[src/rtl/prog_loader.sv]
// prog_loader: host-side initiator for the cpu external memory ports.
// Streams a program into IMEM, runs the cpu for a latched number of cycles,
// then reads a window of DMEM and streams it out over a valid/ready link.
// Optional feature: define LOADER_READBACK_EN to add a VERIFY pass that
// re-reads IMEM after loading and flags a checksum mismatch on err.
module prog_loader #(
    parameter int DATA_W    = 32,
    parameter int PLEN_W    = 10,
    parameter int DLEN_W    = 11,
    parameter int ADDR_STEP = 4
) (
    input  logic              clk,
    input  logic              rst,
    input  logic              start,
    input  logic [PLEN_W-1:0] prog_len,
    input  logic [31:0]       run_cycles,
    input  logic [31:0]       dump_base,
    input  logic [DLEN_W-1:0] dump_len,
    input  logic              in_valid,
    output logic              in_ready,
    input  logic [DATA_W-1:0] in_data,
    output logic              out_valid,
    input  logic              out_ready,
    output logic [DATA_W-1:0] out_data,
    output logic              busy,
    output logic              done,
    output logic              err,
    output logic              cpu_enable,
    output logic [31:0]       addr_ext,
    output logic              wen_ext,
    output logic              ren_ext,
    output logic [DATA_W-1:0] wdata_ext,
    input  logic [DATA_W-1:0] rdata_ext,
    output logic [31:0]       addr_ext_2,
    output logic              wen_ext_2,
    output logic              ren_ext_2,
    output logic [DATA_W-1:0] wdata_ext_2,
    input  logic [DATA_W-1:0] rdata_ext_2
);

    localparam logic [31:0] STEP = 32'(ADDR_STEP);

    typedef enum logic [2:0] {
        S_IDLE,
        S_LOAD,
        S_RUN,
        S_DUMP_RD,
        S_DUMP_WAIT,
        S_DUMP_OUT,
        S_DONE
`ifdef LOADER_READBACK_EN
        , S_VERIFY
`endif
    } state_t;

    state_t             state, state_n;
    logic [PLEN_W-1:0]  plen_q;
    logic [31:0]        run_q;
    logic [31:0]        base_q;
    logic [DLEN_W-1:0]  dlen_q;
    logic [PLEN_W-1:0]  word_cnt;
    logic [31:0]        run_cnt;
    logic [DLEN_W-1:0]  dump_cnt;
    logic [DATA_W-1:0]  data_q;

    logic [PLEN_W-1:0]  word_next;
    logic [DLEN_W-1:0]  dump_next;
    logic               load_last;
    logic               run_last;
    logic               dump_last;

    assign word_next = word_cnt + 1'b1;
    assign dump_next = dump_cnt + 1'b1;
    assign load_last = (word_next == plen_q);
    assign run_last  = ((run_cnt + 32'd1) == run_q);
    assign dump_last = (dump_next == dlen_q);

`ifdef LOADER_READBACK_EN
    logic [31:0] load_sum;
    logic [31:0] read_sum;
    logic [31:0] sum_now;
    logic        rd_pend;
    logic        err_q;
    logic        ver_issue;
    logic        ver_bad;

    // A read is issued while words remain; the last cycle only collects data.
    assign ver_issue = (word_cnt != plen_q);
    assign sum_now   = read_sum + (rd_pend ? 32'(rdata_ext) : 32'd0);
    assign ver_bad   = (sum_now != load_sum);
`else
    logic unused_rdata;
    assign unused_rdata = ^rdata_ext;
`endif

    // Phase that follows a (possibly skipped) load, chosen from run/dump lengths.
    function automatic state_t after_load(input logic [31:0] run,
                                          input logic [DLEN_W-1:0] dlen);
        if (run != 32'd0)
            return S_RUN;
        else if (dlen != '0)
            return S_DUMP_RD;
        else
            return S_DONE;
    endfunction

    // State register, latched parameters, counters and captured dump word.
    always_ff @(posedge clk) begin
        if (rst) begin
            state    <= S_IDLE;
            plen_q   <= '0;
            run_q    <= '0;
            base_q   <= '0;
            dlen_q   <= '0;
            word_cnt <= '0;
            run_cnt  <= '0;
            dump_cnt <= '0;
            data_q   <= '0;
`ifdef LOADER_READBACK_EN
            load_sum <= '0;
            read_sum <= '0;
            rd_pend  <= 1'b0;
            err_q    <= 1'b0;
`endif
        end else begin
            // NOTE: non-blocking assignments keep every register updating from
            // the same pre-edge values regardless of statement order.
            state <= state_n;
            case (state)
                S_IDLE: if (start) begin
                    plen_q   <= prog_len;
                    run_q    <= run_cycles;
                    base_q   <= dump_base;
                    dlen_q   <= dump_len;
                    word_cnt <= '0;
                    run_cnt  <= '0;
                    dump_cnt <= '0;
`ifdef LOADER_READBACK_EN
                    load_sum <= '0;
                    read_sum <= '0;
                    rd_pend  <= 1'b0;
                    err_q    <= 1'b0;
`endif
                end
                S_LOAD: if (in_valid) begin
                    word_cnt <= load_last ? '0 : word_next;
`ifdef LOADER_READBACK_EN
                    load_sum <= load_sum + 32'(in_data);
`endif
                end
`ifdef LOADER_READBACK_EN
                S_VERIFY: begin
                    if (ver_issue)
                        word_cnt <= word_next;
                    rd_pend  <= ver_issue;
                    read_sum <= sum_now;
                    if (!ver_issue && ver_bad)
                        err_q <= 1'b1;
                end
`endif
                S_RUN:       run_cnt <= run_cnt + 32'd1;
                S_DUMP_WAIT: data_q <= rdata_ext_2;
                S_DUMP_OUT:  if (out_ready) dump_cnt <= dump_next;
                default: ;
            endcase
        end
    end

    // Next-state and outputs; everything is forced low while rst is high.
    always_comb begin
        // NOTE: every output gets a default first so no path leaves one
        // unassigned, which would otherwise infer a latch.
        state_n     = state;
        in_ready    = 1'b0;
        out_valid   = 1'b0;
        out_data    = '0;
        busy        = 1'b0;
        done        = 1'b0;
        err         = 1'b0;
        cpu_enable  = 1'b0;
        addr_ext    = '0;
        wen_ext     = 1'b0;
        ren_ext     = 1'b0;
        wdata_ext   = '0;
        addr_ext_2  = '0;
        wen_ext_2   = 1'b0;
        ren_ext_2   = 1'b0;
        wdata_ext_2 = '0;
        if (!rst) begin
            busy     = (state != S_IDLE);
            out_data = data_q;
`ifdef LOADER_READBACK_EN
            err      = err_q;
`endif
            case (state)
                S_IDLE: if (start)
                    state_n = (prog_len != '0) ? S_LOAD : after_load(run_cycles, dump_len);
                S_LOAD: begin
                    in_ready = 1'b1;
                    addr_ext = 32'(word_cnt) * STEP;
                    if (in_valid) begin
                        wen_ext   = 1'b1;
                        wdata_ext = in_data;
                        if (load_last)
`ifdef LOADER_READBACK_EN
                            state_n = S_VERIFY;
`else
                            state_n = after_load(run_q, dlen_q);
`endif
                    end
                end
`ifdef LOADER_READBACK_EN
                S_VERIFY: begin
                    addr_ext = 32'(word_cnt) * STEP;
                    ren_ext  = ver_issue;
                    if (!ver_issue)
                        state_n = ver_bad ? S_DONE : after_load(run_q, dlen_q);
                end
`endif
                S_RUN: begin
                    cpu_enable = 1'b1;
                    if (run_last)
                        state_n = (dlen_q != '0) ? S_DUMP_RD : S_DONE;
                end
                S_DUMP_RD: begin
                    ren_ext_2  = 1'b1;
                    addr_ext_2 = base_q + 32'(dump_cnt) * STEP;
                    state_n    = S_DUMP_WAIT;
                end
                S_DUMP_WAIT: state_n = S_DUMP_OUT;
                S_DUMP_OUT: begin
                    out_valid = 1'b1;
                    if (out_ready)
                        state_n = dump_last ? S_DONE : S_DUMP_RD;
                end
                S_DONE: begin
                    done    = 1'b1;
                    state_n = S_IDLE;
                end
                default: state_n = S_IDLE;
            endcase
        end
    end

endmodule

[config.mk]
export PLATFORM = sky130hd
export DESIGN_NAME = prog_loader
export DESIGN_NICKNAME = d
export VERILOG_FILES = /design/src/rtl/prog_loader.sv
export SDC_FILE = /design/constraint.sdc
export NUM_CORES = 1
export LEC_CHECK = 0
export ABC_AREA = 1
export BUFFER_PORTS_ARGS = -buffer_cell sky130_fd_sc_hd__buf_4
export CORE_ASPECT_RATIO = 1.2
export CORE_UTILIZATION = 40
export CTS_BUF_LIST = sky130_fd_sc_hd__clkbuf_2 sky130_fd_sc_hd__clkbuf_4 sky130_fd_sc_hd__clkbuf_8
export DETAILED_ROUTE_END_ITERATION = 8
export PLACE_DENSITY_LB_ADDON = 0.2
export SLEW_MARGIN = 10
export SYNTH_ARGS = -nofsm -noshare
export SYNTH_HDL_FRONTEND = slang
export SYNTH_SLANG_ARGS = --single-unit
[constraint.sdc]
create_clock -name clk -period 3.2 [get_ports clk]
set_input_delay 0.48 -clock clk [delete_from_list [all_inputs] [get_ports clk]]
set_output_delay 0.48 -clock clk [all_outputs]
set_load 0.05 [all_outputs]
# ---- Word-level counts from Yosys, hierarchy flattened
# Cells that the tools add are included.
dict set report totals {
  regBits 173
  input_bits 186
}
dict set report classes {
  add_sub_neg 4
  n_eq_ne 14
  n_mux 43
  reduce_logical 15
}
# op count
set ops {}
lappend ops {{32-bit two-way mux} 7}
lappend ops {{32-bit one-hot mux with 2 select lines} 1}
lappend ops {{32-bit nonzero test} 2}
lappend ops {{3-bit two-way mux} 11}
lappend ops {{32-bit by 1-bit adder with 32-bit output (second input constant)} 1}
lappend ops {{32-bit by 13-bit adder with 32-bit output} 1}
lappend ops {{32-bit equality test} 1}
lappend ops {{10-bit two-way mux} 3}
lappend ops {{12-bit two-way mux} 2}
lappend ops {{11-bit two-way mux} 2}
lappend ops {{11-bit one-hot mux with 2 select lines} 1}
lappend ops {{11-bit nonzero test} 2}
lappend ops {{10-bit one-hot mux with 2 select lines} 1}
lappend ops {{3-bit one-hot mux with 6 select lines} 1}
lappend ops {{1-bit two-way mux} 14}
lappend ops {{11-bit by 1-bit adder with 11-bit output (second input constant)} 1}
lappend ops {{11-bit equality test} 1}
lappend ops {{10-bit by 1-bit adder with 10-bit output (second input constant)} 1}
lappend ops {{10-bit equality test} 1}
lappend ops {{2-bit != test (second input constant)} 5}
lappend ops {{10-bit nonzero test} 1}
lappend ops {{3-bit equality test (second input constant)} 3}
lappend ops {{3-bit by 2-bit equality test with 1-bit output (second input constant)} 2}
lappend ops {{3-bit AND reduction} 2}
lappend ops {{other kinds (6)} 9}

# ---- Logic depth before layout (Yosys ltp)
# Gate-level depths: netlist of the first run.
dict set report logic_depth {
  depth_word 6
  depth_mapped 18
  ltp_nobuf 18
}

# ---- Worst setup path after synthesis of the first run
# No wires, ideal clock.
dict set report synth_timing {
  path_type {register to output}
  start {reg dump_cnt[2]}
  end {out addr_ext_2[23]}
  arrival_time_ns 2.834
  t_required_ns 2.720
  path_slack_ns -0.114
  stages_incl_launch_ff 14
  cell_sequence {dfxtp_1 ha_1 nand2_1 nand2_1 a31oi_1 nor2_1 nor2_1 o21bai_1 inv_1 o21ai_0 nand2_1 nor2_1 nor2_1 nor3_1}
}
dict set report synth_via {
  elab_chain_cells 3
}
# item line_no
set synth_lines {}
lappend synth_lines {{start, declared} 63} ;# logic [DLEN_W-1:0] dump_cnt;
lappend synth_lines {{start signal, assigned} 163} ;# S_DUMP_OUT: if (out_ready) dump_cnt <= dump_next;
lappend synth_lines {{32-bit by 13-bit adder with 32-bit output} 227} ;# addr_ext_2 = base_q + 32'(dump_cnt) * STEP;
lappend synth_lines {{32-bit two-way mux} 195} ;# case (state)
lappend synth_lines {{32-bit two-way mux} 189} ;# if (!rst) begin
lappend synth_lines {{end, declared} 34} ;# output logic [31:0] addr_ext_2,
# No other way between the ends.

# ---- Final worst setup path of the first run
# Ends and elaborated chain as after synthesis.

==> parameters.txt, run 1 <==
Parameter                              Value

Global route
  Overall track demand over capacity in global routing    23.2%
  Maximum number of pins on one net before global-route repair    90
  Overflow left after global routing    0
  Number of antenna violations at the first check in global routing    0
  Vias in the first global route    10800
  Wire length of the first global-routing pass    52200 um

Synthesis
  Most used flip-flop cell after synthesis    sky130_fd_sc_hd__dfxtp_1
  Number of enable flip-flop cells after synthesis    0
  Synthesized flop and latch total    173
  Synth warn    0
  Mean instance size in the synthesized netlist    6.17 sq um
  Number of cells produced by synthesis    1757
  Proportion of register bits with asynchronous set or reset after synthesis    0%
  Biggest area consumer among synthesized cells    sky130_fd_sc_hd__dfxtp_1
  Sequential element share of the synthesized area    roughly a third
  Distinct cell type count of the synthesized netlist    43
  Synth area leaders    sky130_fd_sc_hd__dfxtp_1, sky130_fd_sc_hd__nand2_1, sky130_fd_sc_hd__nor2_1
  Post-Syn Area    10800 sq um
  Top-area cell type share of the netlist area    a little under a third

Route
  Routed Antenna Nets    0
  TritonRoute pass-1 iters    7
  Detailed router's first-iteration violation count    481
  Average via count per standard cell    between 4 and 5
  Routed wire length    32900 um
  Wirelength per Cell    14.0 um
  Detailed-route via count    between 10000 and 15000
  DRC viols    9

Pwr
  Post-route total power    6730 uW
  Reported leakage power    0.00610 uW
  Maximum vdd drop    slightly below 0.3 mV
  Cell Pwr Density    between 400 and 500 nW/um^2

Timing
  Final number of max-transition violations    0
  Worst Tran Pin Value    1090 ps
  Final setup viols    0
  Worst slew slack as a fraction of its limit    a little over a quarter
  Setup repair after global routing missed its margin    yes
  Setup TNS after final layout    0 ps
  Count of endpoints failing hold in the final timing report    0
  Fin Hold WS    between 200 and 250 ps
  Worst setup skew after layout    ~19 ps
  Clock period minus worst slack    about 3100 ps
  Max Clk Rate    0.319 GHz
  Period utilisation layout    98.0%
  Final WS setup    roughly 63 ps

Clocking
  CTS tree    built
  Maximum number of buffers from clock root to sink    2
  Hold_buf cts    0
  CTS Sinks    173
  Number of clock buffers inserted by TritonCTS    17
  Root buffer cell    sky130_fd_sc_hd__clkbuf_8
  Clock latency at the later pin of the worst-skew pair    approximately 480 ps
  Clock slew seen by the registers of the worst setup and hold paths    ~100 ps
  CTS H-tree lvls    4

Setup path
  Flop2flop setup slack    ~620 ps
  Endpoint class of the critical path    output port
  Reg-to-Reg Start    run_cnt[0]
  Critical Path Source Type    flop
  Critical Path Sink    addr_ext_2[23]
  Startpoint of the worst setup timing path    dump_cnt[2]
  FF-to-FF End    state[0]
  Maximum fanout count along the critical path    5
  Data arrival at the endpoint of the critical path    2660 ps
  WS Path Type    reg -> out
  Number of cells traversed by the worst register-to-register path    18
  Required @ worst endpoint    about 2700 ps

Finish
  Commonest cells after routing, fill and taps aside    sky130_fd_sc_hd__nand2_1, sky130_fd_sc_hd__buf_4, sky130_fd_sc_hd__nor2_1
  Number of antenna cells inserted    0
  Utilization of the core after routing    approximately half
  Syn-to-layout area delta    26.7%
  Nets    2204
  Final-layout fill cell count    2742
  Most common library cell in the layout ignoring fill and taps    sky130_fd_sc_hd__nand2_1
  Layout cell share with drive strength beyond 1    roughly a fifth

Placed design
  HPWL after detailed placement    between 20000 and 25000 um
  Last weighted congestion value of the routability-driven placer    0.878
  Worst Setup Slack post-DPL    104 ps
  Input/output buffers    266

Floorplan
  Full die area    27800 sq um
  Placeable core region    26400 sq um
  DIE WIDTH    152 um
  Number of rows created at floorplan    65
  Effective utilization at floorplan    about two fifths
  Die span in y    between 150 and 200 um
  Number of I/O pins    approximately 360

Hold path
  Cell depth of the worst hold path    3
  Classification of the worst-slack hold path    in -> reg

Job
  Max-cap check violation count    0

Outcome
  Outcome    finished, violations left
  Violations in the final reports    design-rule violations
==> state kept, by name, summed over array words and instances (netlist names) <==
register	cells
run_cnt	32
base_q	32
dlen_q	11
plen_q	10
state	3
data_q	32
word_cnt	10
dump_cnt	11
run_q	32
==> worst max-delay path, cell delays in order, from the launching register on <==
cell                       delay, ps
sky130_fd_sc_hd__dfxtp_4         370
sky130_fd_sc_hd__ha_4            300
sky130_fd_sc_hd__nand2_2          60
sky130_fd_sc_hd__nand2_2          70
sky130_fd_sc_hd__a31oi_4          50
sky130_fd_sc_hd__nor2_1          110
sky130_fd_sc_hd__nor2_1           50
sky130_fd_sc_hd__o21bai_1        200
sky130_fd_sc_hd__inv_2            80
sky130_fd_sc_hd__o21ai_4         190
sky130_fd_sc_hd__nand2_4          90
sky130_fd_sc_hd__nor2_4          170
sky130_fd_sc_hd__nor2_2           60
sky130_fd_sc_hd__nor3_2          180
sky130_fd_sc_hd__buf_6           190
==> layout make-up <==
type	instances	area (sq um)	area share [%]
clock buffers	19	262	1.90
well taps	335	419	3.05
repair buffers	291	2230	16.2
multi-input cells	1283	6320	46.0
clock inverters	13	126	0.920
inverters	237	892	6.50
flip-flops and latches	173	3480	25.3
==> cells in the mapped netlist, types with 5 or more instances <==
cell and instances:
sky130_fd_sc_hd__buf_4 57, sky130_fd_sc_hd__nand2_2 8, sky130_fd_sc_hd__nand3_1 119, sky130_fd_sc_hd__clkbuf_1 57
sky130_fd_sc_hd__nor3_1 20, sky130_fd_sc_hd__nor2_4 5, sky130_fd_sc_hd__or2_2 7, sky130_fd_sc_hd__o21ai_0 155
sky130_fd_sc_hd__nor2_1 246, sky130_fd_sc_hd__xor2_1 14, sky130_fd_sc_hd__nand4_1 31, sky130_fd_sc_hd__a21oi_1 184
sky130_fd_sc_hd__nand2_1 366, sky130_fd_sc_hd__inv_1 230, sky130_fd_sc_hd__dfxtp_1 173, sky130_fd_sc_hd__nor4_1 16
sky130_fd_sc_hd__nor2_2 8, sky130_fd_sc_hd__ha_1 14
==> how the worst min path moves through the flow <==
| stage | start | end |
|---|---|---|
| after floorplan | base_q[0] | base_q[0] |
| after global placement | data_q[20] | data_q[20] |
| after detailed placement | data_q[20] | data_q[20] |
| after CTS | dump_base[8] | base_q[8] |
| after global routing | dump_base[4] | base_q[4] |
| final | dump_base[7] | base_q[7] |
==> layer usage <==
metal | track usage [%] | routed length [um] | up-vias
met5 | 0 | 0 | -
met3 | 3.54 | 1390 | 67
li1 | - | - | 6025
met1 | 26.8 | 13500 | 5322
met4 | 11.0 | 1120 | 0
met2 | 41.9 | 16800 | 314
==> stage by stage <==
step | instance area (sq um) | std cells
6_report | 13700 | 2351
3_3_place_gp | 13000 | 2311
3_5_place_dp | 13000 | 2311
5_1_grt | 13700 | 2351
4_1_cts | 13500 | 2347
2_1_floorplan | 11100 | 1813
==> report_power, final <==
part           internal (uW)  switching, uW
combinational            756           1670
clock                    676            881
sequential              2500            247
==> timing repair <==
| item | 4_1_cts | 5_1_grt |
|---|---|---|
| hold endpoints to repair | 0 | 0 |
| pin swaps | 8 | 18 |
| resized for setup | 44 | 49 |
| buffers inserted | 4 | 4 |
| setup endpoints to repair | 15 | 15 |
==> kinds of logic (layout without fill, tap and decap cells) <==
group / after synthesis / count (layout) / share of synthesized area (%)
xor gates and xnor gates: 19 / 19 / 1.79
adders and majority gates: 15 / 15 / 1.80
other: 1 / 57 / 0.0346
AOI/OAI and AO/OA: 353 / 353 / 16.5
buffers and inverters: 357 / 560 / 14.4
and+or+nand+nor: 839 / 839 / 33.5
DFF: 173 / 173 / 31.9
No activity file was read; power rests on OpenSTA's default activity.
==> run 2, diff against run 1 <==
--- a/config.mk
+++ b/config.mk
@@ -5,12 +5,13 @@
 export SDC_FILE = /design/constraint.sdc
 export NUM_CORES = 1
 export LEC_CHECK = 0
-export ABC_AREA = 1
 export BUFFER_PORTS_ARGS = -buffer_cell sky130_fd_sc_hd__buf_4
 export CORE_ASPECT_RATIO = 1.2
 export CORE_UTILIZATION = 40
 export CTS_BUF_LIST = sky130_fd_sc_hd__clkbuf_2 sky130_fd_sc_hd__clkbuf_4 sky130_fd_sc_hd__clkbuf_8
 export DETAILED_ROUTE_END_ITERATION = 8
+export GPL_TIMING_DRIVEN = 0
+export MAX_ROUTING_LAYER = met4
 export PLACE_DENSITY_LB_ADDON = 0.2
 export SLEW_MARGIN = 10
 export SYNTH_ARGS = -nofsm -noshare
==> parameters.txt, run 2 <==
Parameter                              Value

Outcome
  Outcome    finished, violations left
  Violations in the final reports    negative setup slack

Clocking
  CTS H-tree lvls    4 (unchanged)
  CTS Sinks    173 (unchanged)
  Clock slew seen by the registers of the worst setup and hold paths    110 ps (about the same)
  Root buffer cell    sky130_fd_sc_hd__clkbuf_8
  Maximum number of buffers from clock root to sink    2 (unchanged)
  Clock latency at the later pin of the worst-skew pair    480 ps (about the same)
  Number of clock buffers inserted by TritonCTS    17 (unchanged)
  CTS tree    built

Placed design
  HPWL after detailed placement    28400 um (+14%)
  Last weighted congestion value of the routability-driven placer    1.01 (+15%)
  Input/output buffers    266 (unchanged)

Setup path
  Critical path's slowest cell    sky130_fd_sc_hd__or4_4
  Endpoint class of the critical path    output port
  Required @ worst endpoint    2720 ps (about the same)
  Critical Path Source Type    flop
  Data arrival at the endpoint of the critical path    3060 ps (+400 ps)
  Max stage delay on crit path    410 ps (+40 ps)
  WS Path Type    reg -> out
  Maximum fanout count along the critical path    2 (-3)
  Cell-by-cell listing of the critical path    ha_4 > a21o_1 > a21o_1 > a2111oi_4 > o31ai_2 > o41ai_2 > buf_4 > buf_4 > or4_4 > xor2_1 > nor2_2 > buf_6

Synthesis
  Sequential element share of the synthesized area    32.4% (+0.43 points)
  Distinct cell type count of the synthesized netlist    75 (+74%)
  Post-Syn Area    10700 sq um (-1.3%)
  List of most frequent post-synthesis cells    sky130_fd_sc_hd__nand2_1, sky130_fd_sc_hd__a21oi_1, sky130_fd_sc_hd__dfxtp_1
  Synth area leaders    sky130_fd_sc_hd__dfxtp_1, sky130_fd_sc_hd__nand2_1, sky130_fd_sc_hd__a21oi_1
  Proportion of register bits with asynchronous set or reset after synthesis    0% (unchanged)
  Mean instance size in the synthesized netlist    7.25 sq um (+17%)
  Number of cells produced by synthesis    1476 (-16%)
  Number of enable flip-flop cells after synthesis    0 (unchanged)
  Synthesized flop and latch total    173 (unchanged)
  Top-area cell type share of the netlist area    32.4% (+0.43 points)
  Synth warn    0 (unchanged)
  Biggest area consumer among synthesized cells    sky130_fd_sc_hd__dfxtp_1
  Dominant cell by count in the synthesized netlist    sky130_fd_sc_hd__nand2_1
  Most used flip-flop cell after synthesis    sky130_fd_sc_hd__dfxtp_1

Route
  Average via count per standard cell    5.34 (+7.0%)
  TritonRoute pass-1 iters    5 (-2)
  Detailed-route via count    11700 (-0.0085%)
  Wirelength per Cell    17.2 um (+23%)
  Detailed router's first-iteration violation count    668 (+39%)
  Routed Antenna Nets    0 (unchanged)
  Routed wire length    37800 um (+15%)
  DRC viols    0 (-9)

Global route
  Met2 global-route usage    47.5% (+5.6 points)
  Overflow left after global routing    0 (unchanged)
  Most Crowded Layer GR    met2
  Met3 track demand over resource    3.91% (+0.38 points)
  Wire length of the first global-routing pass    57600 um (+10%)
  Number of antenna violations at the first check in global routing    0 (unchanged)
  Vias in the first global route    11100 (+3.1%)
  Maximum number of pins on one net before global-route repair    19 (-79%)
  Met1 Track Usage GR    32.3% (+5.5 points)
  Overall track demand over capacity in global routing    27.8% (+4.7 points)

Timing
  Final WS setup    -344 ps (-407 ps)
  Worst slew slack as a fraction of its limit    31.9% (+4.6 points)
  Period utilisation layout    111% (+13 points)
  Count of endpoints failing hold in the final timing report    0 (unchanged)
  Clock period minus worst slack    3540 ps (+407 ps)
  Final setup viols    20 (+20)
  Setup TNS after final layout    -5230 ps (-5230 ps)
  Setup repair after global routing missed its margin    yes
  Final number of max-transition violations    0 (unchanged)
  Worst Tran Pin Value    1020 ps (-64.2 ps)
  Worst setup skew after layout    22.5 ps (+3.59 ps)
  Max Clk Rate    0.282 GHz (-11%)

Floorplan
  Placeable core region    26300 sq um (-0.62%)
  DIE WIDTH    151 um (-0.65%)
  Number of rows created at floorplan    65 (unchanged)
  Number of I/O pins    356 (unchanged)
  Effective utilization at floorplan    40.7% (-0.29 points)
  Full die area    27400 sq um (-1.3%)
  Die span in y    181 um (-0.65%)

Pwr
  Reported leakage power    0.00603 uW (-1.2%)
  Cell Pwr Density    498 nW/um^2 (+1.6%)
  Maximum vdd drop    0.272 mV (-5.9%)

Finish
  Syn-to-layout area delta    38.7%
  Number of antenna cells inserted    0 (unchanged)
  Layout cell share with drive strength beyond 1    28.6% (+7.6 points)
  Utilization of the core after routing    56.5% (+4.5 points)
  Commonest cells after routing, fill and taps aside    sky130_fd_sc_hd__buf_4, sky130_fd_sc_hd__nand2_1, sky130_fd_sc_hd__a21oi_1
  Nets    2049 (-7.0%)
  Most common library cell in the layout ignoring fill and taps    sky130_fd_sc_hd__buf_4

Hold path
  Classification of the worst-slack hold path    in -> reg

Job
  Max-cap check violation count    0 (unchanged)
run 2: critical path, delay by kind of cell (launching register included):
kind            cells  cell delay [ps]
compound gates      5              780
xor+xnor            1              160
fa+ha+maj           1              250
buf+inv             3              470
flops               1              370
simple gates        2              560
run 2: logic make-up after synthesis:
kind of cell	count (synthesis)	synth area share (%)
muxes	5	0.515
DFF	173	32.4
other	1	0.0351
adders and majority gates	15	1.82
AOI/OAI and AO/OA	309	16.4
buffers and inverters	172	8.28
xor gates and xnor gates	94	7.77
and+or+nand+nor	707	32.8
run 2: power breakdown:
| group | internal (uW) | switching [uW] |
|---|---|---|
| clock network | 737 | 960 |
| registers | 2460 | 310 |
| logic | 1010 | 1910 |
| total | 4210 | 3180 |
run 2: repair_timing:
item	4_1_cts	5_1_grt
setup buffers	14	16
hold buffers	0	0
resized for setup	86	84
pin swaps	36	39
setup endpoints to repair	74	30
gates cloned	1	0
run 2: final timing paths:
path	startpoint	end	slack [ps]	cells after the start
worst max-delay path	dump_cnt[1]	addr_ext_2[27]	-340	12
worst min-delay path	dump_base[0]	base_q[0]	240	3
worst max register to register	run_cnt[3]	state[0]	100	9
worst min register to register	data_q[7]	data_q[7]	450	2
run 2: routing by layer:
layer	vias to the layer above	wire (um)	share of wire [%]
met1	5465	15000	40
met4	0	1380	3.6
met3	85	2160	5.7
met2	450	19200	51
met5	-	0	0
li1	5727	-	-
run 2: through the flow:
step	hold slack [ps]	instance area [sq um]	total power (uW)	worst slack, ps	std cells
after global routing	214	14800	7800	-491	2196
after CTS	201	14400	7330	-419	2180
after floorplan	432	11100	4680	-61.7	1532
after detailed placement	442	13500	5610	-693	2133
final	237	14800	7390	-344	2196
after global placement	437	13500	5580	-628	2133
run 2: area by class of cell:
class,count,area (sq um)
Fill cell,2501,11400
Multi-Input combinational cell,1187,7220
Sequential cell,173,3490
Timing Repair Buffer,297,2360
Buffer,158,862
Tap cell,335,419
Clock buffer,17,234
Clock inverter,15,198
Inverter,14,56.3
